<file path="config.mk">
export PLATFORM = sky130hd
export DESIGN_NAME = set_sequencer
export DESIGN_NICKNAME = d
export VERILOG_FILES = /design/src/rtl/astro_pkg.sv /design/src/rtl/seq_fifo2.sv /design/src/rtl/set_sequencer.sv
export SDC_FILE = /design/constraint.sdc
export NUM_CORES = 1
export LEC_CHECK = 0
export CAP_MARGIN = 5
export CORE_MARGIN = 3
export CORE_UTILIZATION = 48
export DETAILED_ROUTE_END_ITERATION = 12
export GPL_TIMING_DRIVEN = 1
export PLACE_DENSITY_LB_ADDON = 0.3
export SLEW_MARGIN = 20
export SYNTH_ARGS = -nofsm -noshare
export SYNTH_HDL_FRONTEND = slang
export SYNTH_SLANG_ARGS = --single-unit
</file>
<file path="constraint.sdc">
create_clock -name clk -period 3.02 [get_ports clk]
set_clock_uncertainty 0.1 [all_clocks]
set_input_delay 0.453 -clock clk [delete_from_list [all_inputs] [get_ports clk]]
set_output_delay 0.453 -clock clk [all_outputs]
set_load 0.01 [all_outputs]
</file>
<file path="src/rtl/astro_pkg.sv">
// ============================================================================
// astro_pkg : shared states, flag bit positions and default sizes
// Rev 1.0
// ============================================================================
`default_nettype none

package astro_pkg;

    localparam int unsigned DEF_NUM_SETS   = 150;
    localparam int unsigned DEF_SET_WORDS  = 1665;
    localparam int unsigned DEF_TEMP_WORDS = 64;
    localparam int unsigned DEF_WIN_WORDS  = 1600;
    localparam logic [31:0] DEF_HDR_MAGIC  = 32'h42;
    localparam logic [20:0] DEF_RES_BASE   = 21'h1F_0000;

    localparam int unsigned ADDR_W = 21;
    localparam int unsigned SET_W  = 8;

    localparam int unsigned IN_START_BIT = 16;
    localparam int unsigned IN_ABORT_BIT = 17;

    localparam int unsigned OUT_DONE_BIT = 0;
    localparam int unsigned OUT_ERR_BIT  = 1;
    localparam int unsigned OUT_SET_LSB  = 8;

    typedef enum logic [3:0] {
        ST_IDLE     = 4'd0,
        ST_HDR      = 4'd1,
        ST_TEMP     = 4'd2,
        ST_WIN      = 4'd3,
        ST_WAIT_RES = 4'd4,
        ST_WRITE    = 4'd5,
        ST_NEXT     = 4'd6,
        ST_DONE     = 4'd7,
        ST_ERR      = 4'd8
    } seq_state_e;

endpackage

`default_nettype wire

</file>
<file path="src/rtl/seq_fifo2.sv">
// ============================================================================
// seq_fifo2 : two-entry FIFO with occupancy count and synchronous flush
// Rev 1.0
// ============================================================================
`default_nettype none

module seq_fifo2 #(
    parameter int unsigned WIDTH = 32
) (
    input  logic             clk,
    input  logic             rst_n,
    input  logic             flush_i,
    input  logic             push_i,
    input  logic [WIDTH-1:0] push_data_i,
    input  logic             pop_i,
    output logic [WIDTH-1:0] head_o,
    output logic             empty_o,
    output logic [1:0]       count_o
);

    logic [WIDTH-1:0] mem_q [2];
    logic             wr_ptr_q;
    logic             rd_ptr_q;
    logic [1:0]       count_q;
    logic [1:0]       count_d;

    always_comb begin
        count_d = count_q;
        case ({push_i, pop_i})
            2'b10:   count_d = count_q + 2'd1;
            2'b01:   count_d = count_q - 2'd1;
            default: count_d = count_q;
        endcase
    end

    always_ff @(posedge clk or negedge rst_n) begin
        if (!rst_n) begin
            mem_q[0] <= '0;
            mem_q[1] <= '0;
            wr_ptr_q <= 1'b0;
            rd_ptr_q <= 1'b0;
            count_q  <= 2'd0;
        end else if (flush_i) begin
            wr_ptr_q <= 1'b0;
            rd_ptr_q <= 1'b0;
            count_q  <= 2'd0;
        end else begin
            if (push_i) begin
                mem_q[wr_ptr_q] <= push_data_i;
                wr_ptr_q        <= ~wr_ptr_q;
            end
            if (pop_i) begin
                rd_ptr_q <= ~rd_ptr_q;
            end
            count_q <= count_d;
        end
    end

    assign head_o  = mem_q[rd_ptr_q];
    assign empty_o = (count_q == 2'd0);
    assign count_o = count_q;

endmodule

`default_nettype wire

</file>
<file path="src/rtl/set_sequencer.sv">
// ============================================================================
// set_sequencer : reads header/template/window sets from memory, streams them
// to the loaders, and writes each set's correlation result back. Rev 1.0
// ============================================================================
`default_nettype none

module set_sequencer
    import astro_pkg::*;
#(
    parameter int unsigned       NUM_SETS   = DEF_NUM_SETS,
    parameter int unsigned       SET_WORDS  = DEF_SET_WORDS,
    parameter int unsigned       TEMP_WORDS = DEF_TEMP_WORDS,
    parameter int unsigned       WIN_WORDS  = DEF_WIN_WORDS,
    parameter logic [31:0]       HDR_MAGIC  = DEF_HDR_MAGIC,
    parameter logic [ADDR_W-1:0] RES_BASE   = DEF_RES_BASE
) (
    input  logic              clk,
    input  logic              rst_n,
    input  logic [31:0]       in_flag,
    output logic              rd_req,
    output logic [ADDR_W-1:0] req_addr,
    input  logic [31:0]       rd_data,
    output logic [31:0]       stream_data,
    output logic              tem_valid,
    input  logic              tem_ready,
    output logic              win_valid,
    input  logic              win_ready,
    input  logic              result_ready,
    input  logic [63:0]       greatestNCCLog2,
    input  logic [8:0]        greatestWindowIndex,
    output logic              FPGA_wr_en,
    output logic [31:0]       write_data,
    output logic              flag_we,
    output logic [31:0]       out_flag
);

    localparam int unsigned CNT_W = $clog2(SET_WORDS + 1);

    seq_state_e        state_q, state_d;
    logic [SET_W-1:0]  set_q, set_d;
    logic [ADDR_W-1:0] base_q, base_d;
    logic [ADDR_W-1:0] rd_addr_q, rd_addr_d;
    logic [CNT_W-1:0]  rd_left_q, rd_left_d;
    logic [CNT_W-1:0]  beat_q, beat_d;
    logic              hdr_issued_q, hdr_issued_d;
    logic              inflight_q;
    logic [1:0]        wr_idx_q, wr_idx_d;
    logic [63:0]       ncc_q, ncc_d;
    logic [8:0]        widx_q, widx_d;

    logic              start;
    logic              abort;
    logic              fifo_push;
    logic              fifo_pop;
    logic              fifo_empty;
    logic [1:0]        fifo_count;
    logic              fifo_room;
    logic              unused_flag_bits;

    assign start            = in_flag[IN_START_BIT];
    assign abort            = in_flag[IN_ABORT_BIT];
    assign unused_flag_bits = ^{in_flag[31:18], in_flag[15:0]};

    // Occupancy after this cycle's pop, counting the word already on its way back.
    assign fifo_room = ({1'b0, fifo_count} + {2'b00, inflight_q}) < (3'd2 + {2'b00, fifo_pop});

    seq_fifo2 #(
        .WIDTH(32)
    ) u_fifo (
        .clk        (clk),
        .rst_n      (rst_n),
        .flush_i    (abort),
        .push_i     (fifo_push),
        .push_data_i(rd_data),
        .pop_i      (fifo_pop),
        .head_o     (stream_data),
        .empty_o    (fifo_empty),
        .count_o    (fifo_count)
    );

    always_comb begin
        state_d      = state_q;
        set_d        = set_q;
        base_d       = base_q;
        rd_addr_d    = rd_addr_q;
        rd_left_d    = rd_left_q;
        beat_d       = beat_q;
        hdr_issued_d = hdr_issued_q;
        wr_idx_d     = wr_idx_q;
        ncc_d        = ncc_q;
        widx_d       = widx_q;
        rd_req       = 1'b0;
        req_addr     = rd_addr_q;
        tem_valid    = 1'b0;
        win_valid    = 1'b0;
        fifo_push    = 1'b0;
        fifo_pop     = 1'b0;
        FPGA_wr_en   = 1'b0;
        write_data   = '0;
        flag_we      = 1'b0;
        out_flag     = '0;

        case (state_q)
            ST_IDLE: begin
                if (start) begin
                    state_d      = ST_HDR;
                    set_d        = '0;
                    base_d       = '0;
                    rd_addr_d    = '0;
                    hdr_issued_d = 1'b0;
                end
            end
            ST_HDR: begin
                if (!hdr_issued_q) begin
                    rd_req       = 1'b1;
                    rd_addr_d    = rd_addr_q + ADDR_W'(1);
                    hdr_issued_d = 1'b1;
                end
                if (inflight_q) begin
                    if (rd_data == HDR_MAGIC) begin
                        state_d   = ST_TEMP;
                        rd_left_d = CNT_W'(SET_WORDS - 1);
                        beat_d    = '0;
                    end else begin
                        state_d = ST_ERR;
                    end
                end
            end
            ST_TEMP, ST_WIN: begin
                // Window reads are prefetched while template words drain; FIFO order keeps them apart.
                fifo_push = inflight_q;
                tem_valid = (state_q == ST_TEMP) && !fifo_empty;
                win_valid = (state_q == ST_WIN) && !fifo_empty;
                fifo_pop  = (tem_valid && tem_ready) || (win_valid && win_ready);
                if ((rd_left_q != '0) && fifo_room) begin
                    rd_req    = 1'b1;
                    rd_addr_d = rd_addr_q + ADDR_W'(1);
                    rd_left_d = rd_left_q - CNT_W'(1);
                end
                if (fifo_pop) begin
                    if ((state_q == ST_TEMP) && (beat_q == CNT_W'(TEMP_WORDS - 1))) begin
                        state_d = ST_WIN;
                        beat_d  = '0;
                    end else if ((state_q == ST_WIN) && (beat_q == CNT_W'(WIN_WORDS - 1))) begin
                        state_d = ST_WAIT_RES;
                        beat_d  = '0;
                    end else begin
                        beat_d = beat_q + CNT_W'(1);
                    end
                end
            end
            ST_WAIT_RES: begin
                if (result_ready) begin
                    ncc_d    = greatestNCCLog2;
                    widx_d   = greatestWindowIndex;
                    wr_idx_d = 2'd0;
                    state_d  = ST_WRITE;
                end
            end
            ST_WRITE: begin
                FPGA_wr_en = 1'b1;
                req_addr   = RES_BASE + ADDR_W'({set_q, 2'b00}) + ADDR_W'(wr_idx_q);
                case (wr_idx_q)
                    2'd0:    write_data = ncc_q[63:32];
                    2'd1:    write_data = ncc_q[31:0];
                    default: write_data = {23'b0, widx_q};
                endcase
                wr_idx_d = wr_idx_q + 2'd1;
                if (wr_idx_q == 2'd2) begin
                    state_d = ST_NEXT;
                end
            end
            ST_NEXT: begin
                if (set_q == SET_W'(NUM_SETS - 1)) begin
                    state_d = ST_DONE;
                end else begin
                    set_d        = set_q + SET_W'(1);
                    base_d       = base_q + ADDR_W'(SET_WORDS);
                    rd_addr_d    = base_q + ADDR_W'(SET_WORDS);
                    hdr_issued_d = 1'b0;
                    state_d      = ST_HDR;
                end
            end
            ST_DONE: begin
                flag_we                = 1'b1;
                out_flag[OUT_SET_LSB +: SET_W] = set_q;
                out_flag[OUT_DONE_BIT] = 1'b1;
                state_d                = ST_IDLE;
            end
            ST_ERR: begin
                flag_we               = 1'b1;
                out_flag[OUT_SET_LSB +: SET_W] = set_q;
                out_flag[OUT_ERR_BIT] = 1'b1;
                state_d               = ST_IDLE;
            end
            default: state_d = ST_IDLE;
        endcase

        if (abort) begin
            state_d    = ST_IDLE;
            rd_req     = 1'b0;
            rd_addr_d  = rd_addr_q;
            tem_valid  = 1'b0;
            win_valid  = 1'b0;
            fifo_push  = 1'b0;
            fifo_pop   = 1'b0;
            FPGA_wr_en = 1'b0;
            write_data = '0;
            flag_we    = 1'b0;
            out_flag   = '0;
        end
    end

    always_ff @(posedge clk or negedge rst_n) begin
        if (!rst_n) begin
            state_q      <= ST_IDLE;
            set_q        <= '0;
            base_q       <= '0;
            rd_addr_q    <= '0;
            rd_left_q    <= '0;
            beat_q       <= '0;
            hdr_issued_q <= 1'b0;
            inflight_q   <= 1'b0;
            wr_idx_q     <= 2'd0;
            ncc_q        <= '0;
            widx_q       <= '0;
        end else begin
            state_q      <= state_d;
            set_q        <= set_d;
            base_q       <= base_d;
            rd_addr_q    <= rd_addr_d;
            rd_left_q    <= rd_left_d;
            beat_q       <= beat_d;
            hdr_issued_q <= hdr_issued_d;
            inflight_q   <= rd_req;
            wr_idx_q     <= wr_idx_d;
            ncc_q        <= ncc_d;
            widx_q       <= widx_d;
        end
    end

endmodule

`default_nettype wire

</file>
== Word level (Yosys, flattened, before mapping) ==
Index checks and enable logic that the tools add are counted.

* Bits in registers: 221
* Input port bits: 142
* Output and inout bits: 122
* Word-level logic and storage cells: 171

* Add/subtract/negate cells: 12
* $lt $le $gt $ge: 4
* Eq/ne operators: 30
* Muxes and demuxes: 71
* Bitwise logic cells: 5
* Reductions and logical operators: 33

{| class="wikitable"
|+ Operators by type and width
! cell !! number
|-
| 2-to-1 mux 32 bit || 6
|-
| 2-to-1 mux 21 bit || 5
|-
| 2-to-1 mux 11 bit || 8
|-
| case mux 21 bit (4 select lines) || 1
|-
| bitwise mux 64 bit || 1
|-
| case mux 32 bit (2 select lines) || 1
|-
| case mux 11 bit (2 select lines) || 2
|-
| case mux 21 bit (2 select lines) || 1
|-
| 2-to-1 mux 4 bit || 9
|-
| demux 32 bit (select 1 bit) || 1
|-
| == test 32 x 7 -> 1 bit, second input constant || 1
|-
| 2-to-1 mux 8 bit || 3
|-
| case mux 4 bit (6 select lines) || 1
|-
| 2-to-1 mux 1 bit || 23
|-
| adder 21 x 1 -> 21 bit, second input constant || 1
|-
| adder 21 x 11 -> 21 bit, second input constant || 1
|-
| adder 18 x 3 -> 19 bit || 1
|-
| adder 17 x 11 -> 18 bit, first input constant || 1
|-
| == test 4 x 3 -> 1 bit, second input constant || 4
|-
| 2-to-1 mux 16 bit || 1
|-
| inequality test 2 bit, second input constant || 8
|-
| case mux 8 bit (2 select lines) || 1
|-
| inequality test 3 bit, second input constant || 5
|-
| AND reduction 6 bit || 2
|-
| 39 further kinds || 67
|}

== Depth between registers and ports, before layout ==
Gate-level depths: netlist of the first run.

* Depth after elaboration: 13
* Depth in mapped cells: 10
* Mapped depth without buffers: 8

== Hierarchy ==
From an unflattened synthesis of the first run, not the netlist that was laid out.

* Cell total of the unflattened synthesis: 1082
* Area total of the unflattened synthesis: 11464.7 um^2

{| class="wikitable"
|+ By module, submodules not included
! module !! times used !! cells an instance !! area an instance (um^2) !! seq. area each (um^2)
|-
| set_sequencer || 1 || 892 || 8489.4 || 3828.7
|-
| seq_fifo2 || 1 || 190 || 2975.4 || 1701.6
|}

== Worst setup path before layout of the first run ==
Ideal clock, no wire load.

* Path kind: register to output
* Start: register state_q[1]
* End: output port rd_req
* Arrival: 2.178 ns
* Slack: 0.289 ns
* Stages on the path, launching flop included: 10
* Cell sequence: dfrtp_1 -> or3b_1 -> buf_2 -> o41ai_4 -> and3b_1 -> buf_4 -> nand2_4 -> buf_6 -> o21a_1 -> nor3_1

* Longest elaborated chain between the ends: 12
* Elaborated cells on any way between the ends: 17

{| class="wikitable"
|+ Ends and longest elaborated chain
! item !! line !! RTL
|-
| start: declaration || set_sequencer.sv:39 || <nowiki>seq_state_e state_q, state_d;</nowiki>
|-
| start signal: assignment || set_sequencer.sv:228 || <nowiki>state_q <= state_d;</nowiki>
|-
| == test 4 x 2 -> 1 bit, on equally long branches || set_sequencer.sv:103, set_sequencer.sv:132, set_sequencer.sv:133 ||
|-
| logical AND 1 bit, on equally long branches || set_sequencer.sv:132, set_sequencer.sv:133 ||
|-
| logical AND 1 bit || set_sequencer.sv:134 || <nowiki>fifo_pop = (tem_valid && tem_ready) || (win_valid && win_ready);</nowiki>
|-
| logical OR 1 bit || set_sequencer.sv:134 ||
|-
| 2-to-1 mux 1 bit || set_sequencer.sv:103 || <nowiki>case (state_q)</nowiki>
|-
| 2-to-1 mux 1 bit || set_sequencer.sv:199 || <nowiki>if (abort) begin</nowiki>
|-
| adder 2 x 1 -> 3 bit || set_sequencer.sv:65 || <nowiki>assign fifo_room = ({1'b0, fifo_count} + {2'b00, inflight_q}) < (3'd2 + {2'b00, fifo_pop});</nowiki>
|-
| less-than comparator 3 bit || set_sequencer.sv:65 ||
|-
| logical AND 1 bit || set_sequencer.sv:135 || <nowiki>if ((rd_left_q != '0) && fifo_room) begin</nowiki>
|-
| 2-to-1 mux 1 bit || set_sequencer.sv:135 ||
|-
| case mux 1 bit (2 select lines) (*) || set_sequencer.sv:103 ||
|-
| 2-to-1 mux 1 bit (*) || set_sequencer.sv:199 ||
|-
| end: declaration || set_sequencer.sv:20 || <nowiki>output logic rd_req,</nowiki>
|}

Every way passes the cells marked *; elsewhere a longest branch is shown, timed or not.

== Worst setup path in the final report of the first run ==
* Start: register state_q[1]
* End: output port req_addr[9]

* Longest elaborated chain between the ends: 2

{| class="wikitable"
|+ Ends and longest elaborated chain
! item !! line !! RTL
|-
| == test 4 x 3 -> 1 bit || set_sequencer.sv:103 ||
|-
| 2-to-1 mux 21 bit || set_sequencer.sv:103 ||
|-
| end: declaration || set_sequencer.sv:21 || <nowiki>output logic [ADDR_W-1:0] req_addr,</nowiki>
|}

Every way passes these cells.

==> metrics.txt, run 1 <==
largest net degree at the start of global routing=90; synth unique cells=68; Detailed Routing Iterations Pass 1=7; CTS tree=done; clk root buf=clkbuf_16; Hold WC Path Type=flip-flop to flip-flop; fmax=0.338 GHz; Max rail drop VDD=0.470 mV; reg2reg start=state_q[2]; total CTS buffers=25; final core occ=0.649; row count=56; drt total wl=30.5 mm; dpl hpwl=20.6 mm; Initial Util=0.490; I/O Buffers=211; CTS Sinks=221; critical path data arrival time=2.41 ns; EDFF count, synth=0; initial antenna violation count=2; outcome=complete, no violations; HP Start=u_fifo.mem_q[34]; worst r2r dst=beat_q[4]; post-synthesis cell area=11500 um^2; clock-pin slew on the worst setup and hold paths=0.06 ns; Seq cells post-synth=221; critical path startpoint category=flip-flop; Hold Crit Depth=1; r2r setup slk=0.49 ns; PD cells=487 nW/um^2; CTS HTree Levels=1; Worst-Skew Late Latency=0.53 ns; CP max FO=16; routed via count=9294; commonest non-fill, non-tap cell in the layout=dfrtp_1; Yosys warnings=0; DRT iter0 DRCs=564; Critical Path End Type=output pin; Final Cycle Share=0.980; most frequent cells in the layout=dfrtp_1 (221), mux2_2 (182), clkdlybuf4s50_1 (168); gr usage total=0.229; asr flop ratio synth=1.00; post-synthesis sequential area ratio=0.479; unrepaired setup endpoints after global routing=yes; Slew @ Worst Pin=0.792 ns; Max Buffers Root-to-Sink=3; Fill cells=1890; die width=161 um; Reg area=5530 um^2; post-route ant nets=0; WHS=0.395 ns; DRC viols=0; Main synth FF type=dfrtp_1; fin nets=1480; Placeable Area=23500 um^2; final design area excluding fillers=15300 um^2; io pins=264; Multi-input gate area=5690 um^2; Tmin final=2.96 ns; Rel. slew slack=0.469; gpl congestion=0.849; critical path class=flip-flop to output pin; grt ovf=0; FF-to-FF path depth=10; fin. max-slew vios=0; Post-Syn Area per Cell=10.5 um^2; Crit path required time=2.47 ns; share of layout cells above drive strength 1=0.226; final hold vios=0; number of cells produced by synthesis=1103; number of max-cap violations=0; P_leak=7.34 nW; Avg Vias per Cell=5.58; P&R area growth vs syn=32.3%; Vert. Die Dim=161 um; global-route wire length before repair=49.4 mm; sink of the worst hold path=u_fifo.mem_q[34]; Final setup viols=0; die area=26000 um^2; wire per inst=18.3 um; Area after DPL=14100 um^2; vias in the first global route=9612
-- repair_timing --
| action | 4_1_cts | 5_1_grt |
|---|---|---|
| setup endpoints to repair | 60 | 45 |
| gates cloned | 0 | 1 |
| resized for setup | 30 | 41 |
| hold buffers | 1 | 0 |
| setup buffers | 0 | 9 |
| pin swaps | 1 | 3 |
| endpoints found under the hold margin | 86 | 0 |
-- cell usage after synthesis (3+ instances only) --
library cell    n  area share
or3_1           5      0.0027
and4_1          5      0.0038
nor2_1         72       0.023
nand4_1        13      0.0070
a22oi_1        35       0.023
xor2_1         10      0.0076
xnor2_1        13      0.0099
o21ai_0       107       0.046
nand2_1        82       0.027
nor2b_1        10      0.0054
buf_2           6      0.0026
or2_2           3      0.0016
buf_1           3     0.00098
and2_1         19       0.010
clkbuf_1       57       0.019
o21ai_1         3      0.0013
nor3_1         27       0.012
inv_1          16      0.0052
o31ai_1        18       0.012
a21oi_1        31       0.013
and3_1         12      0.0065
nand4b_1        3      0.0023
ha_1           11       0.012
a31oi_1         9      0.0049
dfrtp_1       221        0.48
nor4_1         11      0.0060
buf_4          23       0.015
nand3_1        31       0.013
a32oi_1         3      0.0023
mux2_2        182        0.18
nor3b_1         5      0.0033
nand2b_1       10      0.0054
-- logic make-up (layout without fill, tap and decap cells) --
family / Yosys count / after routing / share of synthesized area
buffers and inverters: 107 / 328 / 0.0437
adder cells (fa/ha/maj): 11 / 11 / 0.0119
AO/OA/AOI/OAI: 234 / 234 / 0.125
other: 1 / 23 / 0.000325
multiplexers: 186 / 186 / 0.182
flip-flops: 221 / 221 / 0.479
AND/OR/NAND/NOR: 320 / 321 / 0.140
XOR/XNOR: 23 / 23 / 0.0174
-- metal layers --
layer  up-vias  share of wire  track usage
met4         2          0.030       0.0696
met2       295           0.48        0.383
met3        62          0.076       0.0639
li1       4382              -            -
met5         -        0.00043            0
met1      4553           0.41        0.293
-- worst max-delay path by stage --
stage            startpoint  cells past startpoint  slack, ns          end
2_1_floorplan    state_q[1]                      9       0.29       rd_req
3_3_place_gp    in_flag[17]                      8      -0.24       rd_req
3_5_place_dp    in_flag[17]                      8      -0.27       rd_req
4_1_cts          state_q[3]                      7      -0.11       rd_req
5_1_grt        rd_left_q[0]                      9      -0.04       rd_req
6_report         state_q[1]                      6       0.06  req_addr[9]
-- power breakdown --
part           switching, mW  internal, mW
logic                  0.535         0.486
clock network           1.24          2.03
registers             0.0813          3.07
-- final cells by class --
class / count / area share
Inverter: 16 / 0.00393
Sequential cell: 221 / 0.362
Antenna cell: 1 / 0.000164
Multi-Input combinational cell: 797 / 0.372
Clock buffer: 38 / 0.0481
Tap cell: 319 / 0.0261
Clock inverter: 8 / 0.0104
Timing Repair Buffer: 266 / 0.177
-- worst max-delay path: stages (launching register included) --
cell	delay (ns)
dfrtp_1	0.37
buf_4	0.20
nor2b_4	0.15
and2_4	0.17
buf_6	0.17
mux2_2	0.35
clkdlybuf4s50_1	0.47
-- registers in the layout, indices dropped and copies added (netlist names), 4 cells and up --
| name | flops |
|---|---|
| base_q | 21 |
| beat_q | 11 |
| ncc_q | 64 |
| rd_addr_q | 21 |
| rd_left_q | 11 |
| set_q | 8 |
| state_q | 4 |
| u_fifo.mem_q | 64 |
| widx_q | 9 |
-- per-stage QoR --
| stage | instances | total power [mW] | setup WS (ns) | setup TNS [ns] |
|---|---|---|---|---|
| after floorplan | 1124 | 3.67 | 0.289 | 0 |
| after global placement | 1608 | 4.17 | -0.237 | -0.237 |
| after detailed placement | 1608 | 4.19 | -0.270 | -0.270 |
| after CTS | 1655 | 7.47 | -0.111 | -0.126 |
| after global routing | 1666 | 7.72 | -0.0379 | -0.0456 |
| final | 1666 | 7.43 | 0.0591 | 0 |
(Power assumes the default switching activity.)
==> run 2: changes to the inputs <==
--- a/config.mk
+++ b/config.mk
@@ -5,7 +5,7 @@
 export SDC_FILE = /design/constraint.sdc
 export NUM_CORES = 1
 export LEC_CHECK = 0
-export CAP_MARGIN = 5
+export CAP_MARGIN = 20
 export CORE_MARGIN = 3
 export CORE_UTILIZATION = 48
 export DETAILED_ROUTE_END_ITERATION = 12
==> results of run 2 <==
Final layout, timing and power as in run 1 (identical DEF).
==> run 3: changes to the inputs <==
==> constraint.sdc (replaced) <==
create_clock -name clk -period 3.1 [get_ports clk]
set_clock_uncertainty 0.1 [all_clocks]
set_input_delay 0.465 -clock clk [delete_from_list [all_inputs] [get_ports clk]]
set_output_delay 0.465 -clock clk [all_outputs]
set_load 0.01 [all_outputs]
==> metrics.txt, run 3 (same netlist as run 1, synthesis figures left out) <==
outcome=complete, no violations; setup ws final=0.0713 ns (+0.0123 ns); wire per inst=18.3 um (about the same); Max stage delay cell, worst path=clkdlybuf4s50_1; Slew @ Worst Pin=0.713 ns (-0.0790 ns); r2r setup slk=0.35 ns (-0.14 ns); Worst path top cell family by delay=buffers and inverters; dpl hpwl=20.8 mm (+1.1%); Final Cycle Share=0.977; crit path launch=state_q[3]; worst r2r dst=beat_q[8]; worst setup path end=req_addr[4]; Reg area=5530 um^2 (unchanged); DRT iter0 DRCs=625 (+11%); CTS HTree Levels=1 (unchanged); Max Buffers Root-to-Sink=3 (unchanged); routed via count=9317 (+0.25%); Multi-input gate area=5690 um^2 (about the same); gr usage total=0.227 (-0.00209); unrepaired setup endpoints after global routing=yes; Critical Path End Type=output pin; PD cells=457 nW/um^2 (-6.0%); clock-pin slew on the worst setup and hold paths=0.06 ns (about the same); vias in the first global route=9184 (-4.5%); DP Worst Slack=-0.180 ns (+0.0901 ns); share of layout cells above drive strength 1=0.225 (-0.000985); critical path data arrival time=2.46 ns (+0.05 ns); largest net degree at the start of global routing=86 (-4.4%); fmax=0.330 GHz; number of max-cap violations=0 (unchanged); final design area excluding fillers=15200 um^2 (-0.77%); critical path startpoint category=flip-flop; drt total wl=30.4 mm (-0.28%); DRC viols=0 (unchanged); Area after DPL=14100 um^2 (-0.18%); Final setup viols=0 (unchanged); Avg Vias per Cell=5.60 (+0.43%); CTS tree=done; Crit path buffers/inverters=3 (unchanged); gpl congestion=0.835 (-1.7%); most frequent cells in the layout=dfrtp_1 (221), mux2_2 (182), clkdlybuf4s50_1 (174); Worst-Skew Late Latency=0.53 ns (about the same); fin. max-slew vios=0 (unchanged); post-route ant nets=0 (unchanged); critical path class=flip-flop to output pin; Placeable Area=23500 um^2 (unchanged); row count=56 (unchanged); fin nets=1480 (unchanged); Power Total=6.93 mW (-6.7%); Tmin final=3.03 ns; Detailed Routing Iterations Pass 1=5 (-2); Rel. slew slack=0.525 (+0.0559); final core occ=0.644 (-0.00500); Hold WC Path Type=flip-flop to flip-flop; Crit path required time=2.53 ns (+0.06 ns); Initial Util=0.490 (unchanged); final hold vios=0 (unchanged); worst path cell trace=buf_4 > nor2b_4 > and2_4 > buf_6 > mux2_2 > clkdlybuf4s50_1; die area=26000 um^2 (unchanged); clk root buf=clkbuf_16; global-route wire length before repair=48.8 mm (-1.3%); Max rail drop VDD=0.404 mV (-14%); P_leak=7.24 nW (-1.4%); FF-to-FF path depth=9 (-1); commonest non-fill, non-tap cell in the layout=dfrtp_1; WP depth=6 (unchanged); Vert. Die Dim=161 um (unchanged); CP max FO=11 (-5); initial antenna violation count=1 (-1); max incr delay on CP=0.48 ns (about the same); P&R area growth vs syn=31.3%; CTS Sinks=221 (unchanged); Top Registers=ncc_q x64, u_fifo.mem_q x64; Fill cells=1859 (-1.6%); io pins=264 (unchanged); I/O Buffers=211 (unchanged); setup TNS=0 ns (unchanged); die width=161 um (unchanged); total CTS buffers=25 (unchanged); reg2reg start=state_q[2]; grt ovf=0 (unchanged)
==> run 3: cell types whose count changed in the layout (fill, tap and decap cells not counted), sizes merged <==
| cell | change |
|---|---|
| dlymetal6s2s | -1 |
| bufinv | -3 |
| dlygate4sd2 | -4 |
| clkdlybuf4s50 | +6 |
| buf | -1 |
==> run 3: layer usage <==
layer | up-vias | wire length [um] | GRT usage | part of all wire
li1 | 4379 | - | - | -
met1 | 4590 | 12800 | 0.295 | 0.42
met2 | 305 | 14800 | 0.383 | 0.49
met3 | 43 | 2290 | 0.0631 | 0.075
met4 | 0 | 537 | 0.0501 | 0.018
met5 | - | 0 | 0 | 0
==> run 3: how the worst min path moves through the flow <==
stage,slack [ns],from,depth (start not counted),to
after floorplan,0.07,rst_n,0,base_q[0]
after global routing,0.40,beat_q[4],1,beat_q[4]
after detailed placement,0.36,beat_q[4],1,beat_q[4]
after global placement,0.36,beat_q[4],1,beat_q[4]
final,0.38,beat_q[4],1,beat_q[4]
after CTS,0.38,beat_q[4],1,beat_q[4]
==> run 3: cell type report <==
| class | instances | area share |
|---|---|---|
| Multi-Input combinational cell | 797 | 0.375 |
| Sequential cell | 221 | 0.365 |
| Timing Repair Buffer | 266 | 0.177 |
| Clock buffer | 38 | 0.0491 |
| Tap cell | 319 | 0.0263 |
| Inverter | 16 | 0.00396 |
| Clock inverter | 5 | 0.00355 |
| Antenna cell | 1 | 0.000165 |
==> run 3: power by group <==
part | switching (mW) | total [mW] | internal (mW)
Sequential | 0.0797 | 3.07 | 2.99
Combinational | 0.519 | 0.984 | 0.464
Clock | 1.16 | 2.88 | 1.72
Total | 1.76 | 6.93 | 5.18
==> run 3: stage by stage <==
step / hold slack [ns] / instances
floorplan: 0.0694 / 1124
global placement: 0.361 / 1608
detailed placement: 0.364 / 1608
CTS: 0.376 / 1658
global route: 0.397 / 1663
finish: 0.376 / 1663
==> run 3: repair_timing <==
| action | 4_1_cts | 5_1_grt |
|---|---|---|
| setup endpoints to repair | 65 | 50 |
| pin swaps | 2 | 0 |
| hold buffers | 1 | 0 |
| resized for setup | 26 | 39 |
| cloned | 1 | 0 |
| buffers inserted | 5 | 4 |
| hold endpoints to repair | 80 | 0 |
